## config.mk

```make
export PLATFORM = sky130hd
export DESIGN_NAME = alp_alu_seq
export DESIGN_NICKNAME = d
export VERILOG_FILES = /design/src/rtl/alp_seq_pkg.sv /design/src/rtl/alp_seq_slice.sv /design/src/rtl/alp_alu_seq.sv
export SDC_FILE = /design/constraint.sdc
export NUM_CORES = 1
export LEC_CHECK = 0
export ABC_AREA = 1
export BUFFER_PORTS_ARGS = -buffer_cell sky130_fd_sc_hd__buf_4
export CAP_MARGIN = 15
export CORE_MARGIN = 2
export CORE_UTILIZATION = 59
export DETAILED_ROUTE_END_ITERATION = 7
export HOLD_SLACK_MARGIN = 0.05
export MAX_ROUTING_LAYER = met4
export PLACE_DENSITY = 0.85
export REMOVE_ABC_BUFFERS = 1
export SLEW_MARGIN = 5
export SYNTH_ARGS = -nofsm -noshare
export SYNTH_HDL_FRONTEND = slang
export SYNTH_SLANG_ARGS = --single-unit
```

## constraint.sdc

```tcl
create_clock -name clk_h -period 5.15 [get_ports clk_h]
set_clock_uncertainty 0.1 [all_clocks]
set_input_delay 1.03 -clock clk_h [delete_from_list [all_inputs] [get_ports clk_h]]
set_output_delay 1.03 -clock clk_h [all_outputs]
set_load 0.03 [all_outputs]
```

## src/rtl/alp_seq_pkg.sv

```systemverilog
// alp_seq_pkg: op codes, FSM states and digit constants shared by the ALP sequential ALU (BCD ops gated by ALP_BCD_EN)
package alp_seq_pkg;
    localparam int NIBBLE_W = 4;
    localparam logic [3:0] BCD_MAX = 4'd9;
    localparam logic [3:0] OP_ADD = 4'h0;
    localparam logic [3:0] OP_ADC = 4'h1;
    localparam logic [3:0] OP_SUB = 4'h2;
    localparam logic [3:0] OP_SBC = 4'h3;
    localparam logic [3:0] OP_AND = 4'h4;
    localparam logic [3:0] OP_OR = 4'h5;
    localparam logic [3:0] OP_XOR = 4'h6;
    localparam logic [3:0] OP_BIC = 4'h7;
    localparam logic [3:0] OP_PASSA = 4'h8;
    localparam logic [3:0] OP_PASSB = 4'h9;
    localparam logic [3:0] OP_DADD = 4'hA;
    localparam logic [3:0] OP_DSUB = 4'hB;
    typedef enum logic [1:0] {IDLE, RUN, DONE} state_t;
endpackage

```

## src/rtl/alp_seq_slice.sv

```systemverilog
// alp_seq_slice: combinational 4-bit ALP slice; binary, logic and BCD digit ops, reserved ops yield zero
module alp_seq_slice
    import alp_seq_pkg::*;
(
    input  logic [3:0] a,
    input  logic [3:0] b,
    input  logic [3:0] op,
    input  logic       carry_in,
    input  logic       bcd_en,
    output logic [3:0] q,
    output logic       carry_out,
    output logic       msb_carry_in
);
    logic [3:0] bb;
    logic [4:0] bin;
    logic [4:0] dsum;
    logic [5:0] ddif;
    logic [3:0] lo;
    assign bb = (op == OP_SUB || op == OP_SBC) ? ~b : b;
    assign bin = {1'b0, a} + {1'b0, bb} + {4'b0, carry_in};
    assign lo = {1'b0, a[2:0]} + {1'b0, bb[2:0]} + {3'b0, carry_in};
    assign msb_carry_in = lo[3];
    assign dsum = {1'b0, a} + {1'b0, b} + {4'b0, carry_in};
    assign ddif = {2'b0, a} - {2'b0, b} - {5'b0, carry_in};
    always_comb begin
        q = '0;
        carry_out = 1'b0;
        case (op)
            OP_ADD, OP_ADC, OP_SUB, OP_SBC: begin
                q = bin[3:0];
                carry_out = bin[4];
            end
            OP_AND:   q = a & b;
            OP_OR:    q = a | b;
            OP_XOR:   q = a ^ b;
            OP_BIC:   q = a & ~b;
            OP_PASSA: q = a;
            OP_PASSB: q = b;
            OP_DADD: begin
                carry_out = bcd_en && dsum > {1'b0, BCD_MAX};
                q = !bcd_en ? 4'd0 : carry_out ? dsum[3:0] + 4'd6 : dsum[3:0];
            end
            OP_DSUB: begin
                carry_out = bcd_en && ddif[5];
                q = !bcd_en ? 4'd0 : carry_out ? ddif[3:0] + 4'd10 : ddif[3:0];
            end
            default: ;
        endcase
    end
endmodule

```

## src/rtl/alp_alu_seq.sv

```systemverilog
// alp_alu_seq: nibble-serial multi-digit ALU with start/done handshake; DADD/DSUB exist only when ALP_BCD_EN is defined
module alp_alu_seq
    import alp_seq_pkg::*;
#(
    parameter int NIBBLES = 8,
    parameter int LEN_W = $clog2(NIBBLES) + 1,
    localparam int W = NIBBLE_W * NIBBLES
) (
    input  logic             clk_h,
    input  logic             reset_h,
    input  logic             start_h,
    input  logic [3:0]       op_h,
    input  logic [LEN_W-1:0] len_h,
    input  logic [W-1:0]     a_h,
    input  logic [W-1:0]     b_h,
    input  logic             carry_in_h,
    output logic             ready_h,
    output logic             done_h,
    output logic [W-1:0]     result_h,
    output logic             n_h,
    output logic             z_h,
    output logic             v_h,
    output logic             c_h,
    output logic             err_h
);
`ifdef ALP_BCD_EN
    localparam logic BCD_EN = 1'b1;
`else
    localparam logic BCD_EN = 1'b0;
`endif
    state_t state, state_nx;
    logic [LEN_W-1:0] idx, len_q, len_eff;
    logic [3:0] op_q, q;
    logic [W-1:0] a_q, b_q;
    logic cy, nz, cout, mcin, last, cin_init;
    logic arith, logic_op, bcd;
    assign len_eff = (len_h == '0 || len_h > LEN_W'(NIBBLES)) ? LEN_W'(NIBBLES) : len_h;
    assign cin_init = op_h == OP_ADC ? carry_in_h : op_h == OP_SUB ? 1'b1 : op_h == OP_SBC ? ~carry_in_h : 1'b0;
    assign arith = op_q <= OP_SBC;
    assign logic_op = op_q >= OP_AND && op_q <= OP_PASSB;
    assign bcd = BCD_EN && (op_q == OP_DADD || op_q == OP_DSUB);
    assign last = idx == len_q - 1'b1;
    assign ready_h = state == IDLE;
    assign done_h = state == DONE;
    alp_seq_slice u_slice (
        .a            (a_q[NIBBLE_W-1:0]),
        .b            (b_q[NIBBLE_W-1:0]),
        .op           (op_q),
        .carry_in     (cy),
        .bcd_en       (BCD_EN),
        .q            (q),
        .carry_out    (cout),
        .msb_carry_in (mcin)
    );
    always_comb begin
        state_nx = state;
        case (state)
            IDLE: state_nx = start_h ? RUN : IDLE;
            RUN:  state_nx = last ? DONE : RUN;
            default: state_nx = IDLE;
        endcase
    end
    always_ff @(posedge clk_h) begin
        if (reset_h) begin
            state <= IDLE;
            idx <= '0;
            len_q <= '0;
            op_q <= '0;
            a_q <= '0;
            b_q <= '0;
            cy <= 1'b0;
            nz <= 1'b0;
            result_h <= '0;
            {n_h, z_h, v_h, c_h, err_h} <= '0;
        end else begin
            state <= state_nx;
            if (state == IDLE && start_h) begin
                a_q <= a_h;
                b_q <= b_h;
                op_q <= op_h;
                len_q <= len_eff;
                cy <= cin_init;
                idx <= '0;
                nz <= 1'b0;
                result_h <= '0;
            end else if (state == RUN) begin
                // operands shift down so the slice always sees the current digit at the bottom
                result_h[idx*NIBBLE_W +: NIBBLE_W] <= q;
                a_q <= a_q >> NIBBLE_W;
                b_q <= b_q >> NIBBLE_W;
                cy <= cout;
                idx <= idx + 1'b1;
                nz <= nz | (|q);
                if (last) begin
                    n_h <= (arith | logic_op) & q[3];
                    z_h <= (arith | logic_op | bcd) & ~(nz | (|q));
                    v_h <= arith & (mcin ^ cout);
                    c_h <= arith ? (op_q[1] ? ~cout : cout) : bcd & cout;
                    err_h <= ~(arith | logic_op | bcd);
                end
            end
        end
    end
endmodule

```

==> results of run 1 <==
==> sequential cells by signal, indices dropped and copies added (netlist names) <==
name,count
nz,1
v_h,1
cy,1
state,2
result_h,32
err_h,1
c_h,1
b_q,32
len_q,4
op_q,4
n_h,1
z_h,1
a_q,32
idx,4
==> cell type report <==
| class | count | area [µm²] | share of cell area (%) |
|---|---|---|---|
| clock buffers | 18 | 418 | 6.16 |
| clock inverters | 14 | 151 | 2.23 |
| inverters | 45 | 169 | 2.49 |
| multi-input cells | 530 | 2700 | 39.8 |
| flip-flops and latches | 117 | 2340 | 34.5 |
| well taps | 108 | 135 | 1.99 |
| repair buffers | 116 | 871 | 12.8 |
==> layer usage <==
metal	wire length (µm)	vias to the layer above	global-route usage, %
li1	-	2612	-
met1	5800	2361	34.8
met2	6600	182	46.0
met3	773	26	5.69
met4	227	0	8.75
met5	0	-	-
==> worst paths after layout <==
kind                start      endpoint  slack [ps]  cells past startpoint
hold reg to reg   b_q[29]       b_q[29]         360                      2
setup reg to reg  op_q[2]  result_h[14]        1810                     15
hold / removal    b_q[29]       b_q[29]         360                      2
setup / recovery  op_q[2]  result_h[14]        1810                     15
==> worst max-delay path, stage by stage (launching register included) <==
cell	delay (ps)
dfxtp_1	350
nor2_2	320
nand2_1	270
xor2_1	220
fa_1	450
fa_1	440
inv_1	90
nand2_1	60
nand3_1	70
nand2_1	60
nor2_1	130
nand3_1	200
nand2_1	130
inv_1	80
nand2_1	170
a21oi_1	90
==> layout by cell type, fill, tap and decap left out, types with 3 or more instances in the layout <==
| cell | instances |
|---|---|
| nand2_2 | 3 |
| xor2_1 | 9 |
| nand3_2 | 3 |
| inv_1 | 33 |
| a31oi_1 | 56 |
| nand3b_1 | 3 |
| inv_6 | 3 |
| nor2_4 | 6 |
| o21ai_0 | 9 |
| nor2_1 | 29 |
| nand3_1 | 23 |
| o21ai_1 | 31 |
| nand2_1 | 257 |
| ha_1 | 12 |
| nor2_2 | 5 |
| buf_4 | 116 |
| a21oi_1 | 58 |
| dfxtp_1 | 117 |
| inv_2 | 12 |
| clkinvlp_4 | 5 |
| clkbuf_16 | 16 |
| nor3_1 | 9 |
==> cell families after synthesis <==
kind of cell               after synthesis  share of synthesized area [%]
xor gates and xnor gates                11                           1.80
buffers and inverters                   79                           5.87
AOI/OAI and AO/OA                      158                           16.4
DFF                                    117                           43.8
and+or+nand+nor                        347                           28.6
adders and majority gates               14                           3.55
==> power groups by stage <==
stage | sequential, mW | combinational (mW) | clock (mW)
finish | 0.982 | 0.316 | 1.12
global route | 0.987 | 0.352 | 1.18
CTS | 0.982 | 0.314 | 1.13
detailed placement | 1.00 | 0.311 | 0
global placement | 0.998 | 0.299 | 0
floorplan | 0.996 | 0.192 | 0
==> metrics by stage <==
| stage | cells | power [mW] | hold WS, ps | util, % |
|---|---|---|---|---|
| 6_report | 948 | 2.42 | 359 | 77.5 |
| 5_1_grt | 948 | 2.52 | 374 | 77.5 |
| 4_1_cts | 948 | 2.43 | 361 | 77.5 |
| 3_5_place_dp | 916 | 1.31 | 354 | 71.0 |
| 3_3_place_gp | 916 | 1.30 | 339 | 71.0 |
| 2_1_floorplan | 692 | 1.19 | 330 | - |
==> flow_summary.yaml, run 1 <==
run_status:
  status: "completed"
detailed_routing:
  routed_wl_um: 13400
  avgRoutedWirePerCell_um: 14.1
  route.detailed.drc: 0
  ant_nets: 0
  via_per_inst: 5.47
  dr.pass1.iters: 5
  drtIter0Drc: 286
  vias: 5181
final_layout:
  antenna_cells: 0
  area_growth_pct: 26.9
  drive_gt1_share_pct: 21.9
  finalInstanceArea_um2: 6790
  nets: 917
  fillers: 627
sta:
  drv_slew: 0
  max_slew.worst_pin.slew_ps: 1100
  post-route-min-period_ps: 3340
  fin_setup_tns_ps: 0
  slew_headroom_pct: 26.6
  setup_viol: 0
  finalCritPeriodShare_pct: 64.9
  fmax_mhz: 299
  hold_viol: 0
  finalWorstSetupSlack_ps: 1810
  rsz0062_at_grt: "false"
clock_network:
  cts_tree: "yes"
  cts_max_path_buffers: 2
  cts-root-buf: "clkbuf_8"
  clock_sinks: 117
  worstSkewPairLatency_ps: 510
  clk_pin_slew_ps: 60
  cts_setup_buffers: 0
  hold_buffers: 0
  ctsResizeCount: 0
  cts_buffers: 17
  htree_levels: 4
place:
  dp_hpwl_um: 9140
  place_congestion: 0.893
  portBuffers: 114
  pre_cts_ws_ps: 1710
  place_area_um2: 6220
synth:
  synth-async-reset-ratio_pct: 0
  synth_area_leaders: "dfxtp_1 44%, nand2_1 18%, a31oi_1 6.5%"
  synth.most_common_cell: "nand2_1"
  synth_top_flop_cell: "dfxtp_1"
  syn-mean-instance-area_um2: 7.37
  ys_seq_area_share_pct: 43.8
  yosys.area.top_type: "dfxtp_1"
  yosysWarnings: 0
  synthDominantCellAreaShare_pct: 43.8
  synth_common_cells: "257 x nand2_1, 117 x dfxtp_1, 58 x a21oi_1, 56 x a31oi_1, 33 x inv_1"
  syn_area_um2: 5350
  syn_inst: 726
  ys_seq_elements: 117
  synth_edf_count: 0
  ys_types: 35
power:
  power.leakage_nw: 2.92
  peakVddDrop_v: 0.000237
  seqPwrFrac_pct: 40.6
  switching_share_pct: 27.4
  comb_power_share_pct: 13.0
  p_switching_mw: 0.663
  p_per_area_nw_per_um2: 357
  p_clk_share_pct: 46.4
  power.internal_mw: 1.76
die:
  io_pins: 115
  placementRows: 34
  dieArea_um2: 9850
  start_util_pct: 61.1
  core_area_um2: 8760
  die_x_um: 99.2
  die_h_um: 99.2
global_routing:
  overflow: 0
  track_usage_pct: 28.0
  antenna_found_initial: 0
  grt_max_degree: 74
  first_global_vias: 4883
  grt_pass1_wl_um: 21900
critical_path:
  crit_arrival_ps: 3630
  startpoint_type: "flop"
  crit_required_ps: 5440
  crit_path_end_kind: "flop"
  path_class: "flop to flop"
  crit_path_max_fanout: 8
run:
  drv_cap: 0
hold_path:
  hold_path.class: "flop to flop"
No activity file was read; power rests on OpenSTA's default activity.
==> inputs of run 2 (changes only) <==
CORE_UTILIZATION = 54   (was 59)
PLACE_DENSITY = 0.79   (was 0.85)
clock period = 3.4 ns   (was 5.15 ns; I/O delays follow)
==> run 2 against run 1 <==
Net effect:
- largest cell class unchanged
- first-iteration DRC count shrank 1.0%
- die area grew 8.9%
- count of clock-buffer cells in the layout rose by 5
- setup slack got worse by 1400 ps
- sequential cell count unchanged
- register-to-register slack worse by 1400 ps
- final area increased by 1.8%
- fmax is 12% higher
==> flow_summary.yaml, run 2 (synthesized netlist as in run 1, its figures left out) <==
detailed_routing:
  route.detailed.drc: 0
  via_per_inst: 5.24
  vias: 5110
  dr.pass1.iters: 5
  ant_nets: 0
  drtIter0Drc: 283
  avgRoutedWirePerCell_um: 14.0
  routed_wl_um: 13700
critical_path:
  crit_arrival_ps: 3290
  ff2ff_setup_slack_ps: 410
  cp_common_cell: "nand2_1"
  path_class: "flop to flop"
  startpoint_type: "flop"
  crit_path_max_fanout: 8
  slowest_delay_ps: 420
  cp_num_buf_inv: 2
  timing.rr.end: "result_h[14]"
  r2r_cells: 15
  critical_path.slowest_cell: "fa_1"
  critical-path-top-delay-family: "simple AND/OR/NAND/NOR gates"
  worstPathCellList: "nor2_2 > nand2_1 > xor2_1 > fa_1 > fa_1 > inv_1 > nand2_1 > nand3_1 > nand2_1 > nor2_1 > nand3_1 > nand2_1 > inv_1 > nand2_1 > a21oi_1"
  reg2reg_from: "op_q[2]"
  crit_path_end_kind: "flop"
  crit_required_ps: 3700
run_status:
  status: "completed"
global_routing:
  grt_max_degree: 68
  first_global_vias: 4955
  overflow: 0
  antenna_found_initial: 0
  track_usage_pct: 27.3
  grt_pass1_wl_um: 23200
place:
  place_congestion: 0.955
  dp_hpwl_um: 9270
  portBuffers: 114
  place_area_um2: 6290
die:
  io_pins: 115
  placementRows: 36
  core_area_um2: 9680
  die_h_um: 104
  dieArea_um2: 10700
  start_util_pct: 55.2
  die_x_um: 104
clock_network:
  cts_tree: "yes"
  clock_sinks: 117
  cts_setup_buffers: 0
  htree_levels: 4
  cts_buffers: 17
  worstSkewPairLatency_ps: 520
  cts-root-buf: "clkbuf_8"
  hold_buffers: 0
  ctsResizeCount: 0
  cts_max_path_buffers: 2
  clk_pin_slew_ps: 60
hold_path:
  holdPathStages: 3
  hold_end: "a_q[30]"
  hp-start: "a_h[30]"
  hold_path.class: "primary input to flop"
sta:
  fmax_mhz: 334
  max_slew.worst_pin.slew_ps: 650
  hold_viol: 0
  setup_viol: 0
  post-route-min-period_ps: 2990
  slew_headroom_pct: 56.7
  drv_slew: 0
  finalCritPeriodShare_pct: 88.0
  rsz0062_at_grt: "false"
power:
  power.internal_mw: 2.87
  power.leakage_nw: 2.98
  finalPower_mw: 3.82
  switching_share_pct: 24.8
  seqPwrFrac_pct: 38.9
  p_per_area_nw_per_um2: 553
  comb_power_share_pct: 12.7
  p_switching_mw: 0.949
  p_clk_share_pct: 48.4
  peakVddDrop_v: 0.000523
final_layout:
  reg_top3: "a_q x32, b_q x32, result_h x32"
  area_growth_pct: 29.1
  finalInstanceArea_um2: 6910
  nets: 921
  drive_gt1_share_pct: 21.9
  final_cell_mix: "257 x nand2_1, 119 x buf_4, 117 x dfxtp_1, 58 x a21oi_1, 56 x a31oi_1"
  layout_commonest_cell: "nand2_1"
  antenna_cells: 0
run:
  drv_cap: 0
==> run 2: worst reg2reg max path, delay by kind of cell (launching register included) <==
kind / cells / cell delay, ps
simple gates: 9 / 1150
fa+ha+maj: 2 / 840
flops: 1 / 350
xor+xnor: 1 / 210
buf+inv: 2 / 130
compound gates: 1 / 90
==> run 2: how the worst max path moves through the flow <==
stage / start / endpoint / slack, ps / depth (start not counted)
finish: op_q[2] / result_h[14] / 410 / 15
floorplan: start_h / cy / -490 / 6
global route: op_q[2] / nz / 130 / 15
CTS: op_q[2] / result_h[30] / 410 / 15
global placement: op_q[2] / result_h[30] / 500 / 15
detailed placement: op_q[2] / result_h[30] / 430 / 15
==> run 2: per-layer routing <==
metal / track usage [%] / routed length [µm] / vias to the layer above / part of all wire [%]
met1: 33.5 / 6100 / 2310 / 45
met2: 43.4 / 6610 / 160 / 48
li1: - / - / 2617 / -
met4: 9.27 / 231 / 0 / 1.7
met3: 7.80 / 752 / 23 / 5.5
met5: - / 0 / - / 0
==> run 2: power groups by stage <==
stage,Clock [mW],Sequential (mW),Combinational (mW)
final,1.85,1.48,0.485
after global routing,1.94,1.49,0.551
after detailed placement,0,1.51,0.480
after global placement,0,1.51,0.469
after CTS,1.87,1.48,0.485
after floorplan,0,1.51,0.291
==> run 2: layout make-up <==
type	instances	area (µm²)
clock buffer	23	467
fill	782	2780
sequential	117	2340
tap	133	166
inverter	45	169
multi-input combinational	530	2700
clock inverter	8	148
timing repair buffer	120	913
==> run 2: stage by stage <==
stage               utilization [%]  setup slack, ps  std cells  setup TNS (ps)  hold slack, ps
floorplan                         -             -493        692          -26930             330
global placement               65.0              498        945               0             341
detailed placement             65.0              431        945               0             352
CTS                            71.3              409        976               0             307
global route                   71.3              126        976               0             307
finish                         71.3              408        976               0             320
==> inputs of run 3 (changes only) <==
CORE_UTILIZATION = 58   (was 54)
CTS_BUF_LIST = sky130_fd_sc_hd__clkbuf_4 sky130_fd_sc_hd__clkbuf_8   (was default)
PLACE_DENSITY = 0.83   (was 0.79)
REMOVE_ABC_BUFFERS = default   (was 1)
SYNTH_HIERARCHICAL = 1   (was default)
==> run 3 against run 2 <==
Net effect:
- combinational power grew 49%
- setup slack lost 110 ps
- count of clock-buffer cells in the layout shrank 5
- worst hold slack gained 37 ps
- first-iteration DRC count grew 88%
- largest cell class unchanged
- final area grew 9.0%
- critical path depth grew 2
- synthesized cell count grew 25%
==> flow_summary.yaml, run 3 <==
sta:
  slew_headroom_pct: 29.5
  max_slew.worst_pin.slew_ps: 1060
  rsz0062_at_grt: "false"
  fin_setup_tns_ps: 0
  drv_slew: 0
  fmax_mhz: 322
  setup_viol: 0
  finalCritPeriodShare_pct: 91.3
  hold_ws_ps: 356
  post-route-min-period_ps: 3100
  hold_viol: 0
power:
  seqPwrFrac_pct: 41.3
  switching_share_pct: 31.7
  p_per_area_nw_per_um2: 481
  power.leakage_nw: 3.31
  comb_power_share_pct: 19.9
  peakVddDrop_v: 0.000333
  power.internal_mw: 2.47
  p_clk_share_pct: 38.8
  p_switching_mw: 1.15
detailed_routing:
  avgRoutedWirePerCell_um: 13.2
  dr.pass1.iters: 6
  routed_wl_um: 15400
  vias: 6125
  route.detailed.drc: 0
  drtIter0Drc: 533
  via_per_inst: 5.27
  ant_nets: 0
final_layout:
  layout_commonest_cell: "nand2_1"
  nets: 1119
  antenna_cells: 0
  final_cell_mix: "300 x nand2_1, 118 x buf_4, 117 x dfxtp_1, 100 x nor2_1, 70 x inv_1"
  reg_top3: "a_q x32, b_q x32, result_h x32"
  area_growth_pct: 21.5
  drive_gt1_share_pct: 19.3
synth:
  yosysWarnings: 6
  syn_inst: 909
  syn-mean-instance-area_um2: 6.82
  syn_area_um2: 6200
  ys_types: 35
  ys_seq_area_share_pct: 37.8
  yosys.area.top_type: "dfxtp_1"
  synth_area_leaders: "dfxtp_1 38%, nand2_1 18%, nor2_1 6.1%"
  synth_edf_count: 0
  synth_top_flop_cell: "dfxtp_1"
  synthDominantCellAreaShare_pct: 37.8
  synth_common_cells: "300 x nand2_1, 117 x dfxtp_1, 100 x nor2_1, 71 x inv_1, 56 x a31oi_1"
  synth-async-reset-ratio_pct: 0
  synth.most_common_cell: "nand2_1"
  ys_seq_elements: 117
global_routing:
  overflow: 0
  antenna_found_initial: 0
  grt_max_degree: 73
  grt_pass1_wl_um: 25600
  first_global_vias: 5565
  track_usage_pct: 28.4
clock_network:
  cts_tree: "yes"
  cts_buffers: 17
  hold_buffers: 0
  htree_levels: 4
  ctsResizeCount: 0
  cts-root-buf: "clkbuf_8"
  cts_max_path_buffers: 2
  worstSkewPairLatency_ps: 440
  clk_pin_slew_ps: 80
  clock_sinks: 117
  cts_setup_buffers: 0
critical_path:
  worstPathCellList: "inv_1 > nand2_1 > inv_1 > nand2_1 > xor2_1 > fa_1 > inv_1 > fa_1 > nand2_1 > a21boi_0 > o21ai_0 > nand3_1 > or2_2 > nand3_1 > nand4_1 > nand2_1 > nor2_1"
  crit_path_end_kind: "flop"
  slowest_delay_ps: 370
  path_class: "flop to flop"
  crit_required_ps: 3600
  cp_common_cell: "nand2_1"
  crit_arrival_ps: 3300
  critical_path.slowest_cell: "dfxtp_1"
  cp_num_buf_inv: 3
  startpoint_type: "flop"
  critical-path-top-delay-family: "simple AND/OR/NAND/NOR gates"
  crit_path_max_fanout: 5
die:
  core_area_um2: 10400
  die_h_um: 107
  die_x_um: 107
  start_util_pct: 59.7
  placementRows: 37
  dieArea_um2: 11500
  io_pins: 115
run_status:
  status: "completed"
run:
  drv_cap: 0
place:
  portBuffers: 114
  place_congestion: 0.977
  dp_hpwl_um: 11100
hold_path:
  hold_path.class: "flop to flop"
==> run 3: cell types whose count changed in the layout (fill, tap and decap cells not counted), sizes merged, moves of 3 or more <==
cell    change
nand3      +20
a21oi      -29
conb        +3
o21ai       -3
clkbuf      -5
fa          +3
nand3b      -3
nor2       +69
nand4      +12
nand2      +51
ha         +12
inv        +48
o22ai       +3
==> run 3: layout make-up <==
class	instances	area, µm²
Multi-Input combinational cell	673	3370
Timing Repair Buffer	118	886
Fill cell	914	2840
Tap cell	136	170
Sequential cell	117	2340
Clock inverter	14	191
Inverter	87	327
Clock buffer	18	248
==> run 3: cells by family after synthesis <==
family | Yosys count | synth area share (%)
other | 1 | 0.0605
AOI/OAI and AO/OA | 134 | 12.6
xor gates and xnor gates | 7 | 0.990
buffers and inverters | 121 | 8.00
DFF | 117 | 37.8
adders and majority gates | 29 | 6.46
and+or+nand+nor | 500 | 34.1
==> run 3: power by group through the flow <==
stage / Clock (mW) / Combinational, mW / Sequential (mW)
6_report: 1.41 / 0.722 / 1.49
5_1_grt: 1.48 / 0.819 / 1.50
4_1_cts: 1.42 / 0.720 / 1.49
3_5_place_dp: 0 / 0.714 / 1.52
3_3_place_gp: 0 / 0.704 / 1.52
2_1_floorplan: 0 / 0.525 / 1.52
==> run 3: layer usage <==
metal	global-route usage (%)	vias up	share of wire, %	routed length, µm
li1	-	3150	-	-
met1	37.7	2745	46	7090
met2	43.6	193	46	7090
met3	5.75	37	5.6	861
met4	9.98	0	2.3	361
met5	-	-	0	0
==> run 3: worst min-delay path, delay by kind of cell, from the launching register on <==
| family | cells | cell delay, ps |
|---|---|---|
| buf+inv | 1 | 50 |
| flops | 1 | 320 |
| compound gates | 1 | 50 |
==> run 3: path summary, 6_finish.rpt <==
| kind | from | end | slack (ps) | cells after the start |
|---|---|---|---|---|
| worst max-delay path | op_q[3] | v_h | 300 | 17 |
| worst min-delay path | result_h[23] | result_h[23] | 360 | 2 |
| worst max register to register | op_q[3] | v_h | 300 | 17 |
| worst min register to register | result_h[23] | result_h[23] | 360 | 2 |
==> run 3: per-stage QoR <==
step	setup WS, ps	total power [mW]	area [µm²]	instances	utilization, %
2_1_floorplan	714	2.04	6200	911	-
3_3_place_gp	520	2.23	7090	1131	68.4
3_5_place_dp	385	2.24	7090	1131	68.4
4_1_cts	349	3.63	7530	1163	72.6
5_1_grt	17.0	3.81	7530	1163	72.6
6_report	296	3.62	7530	1163	72.6
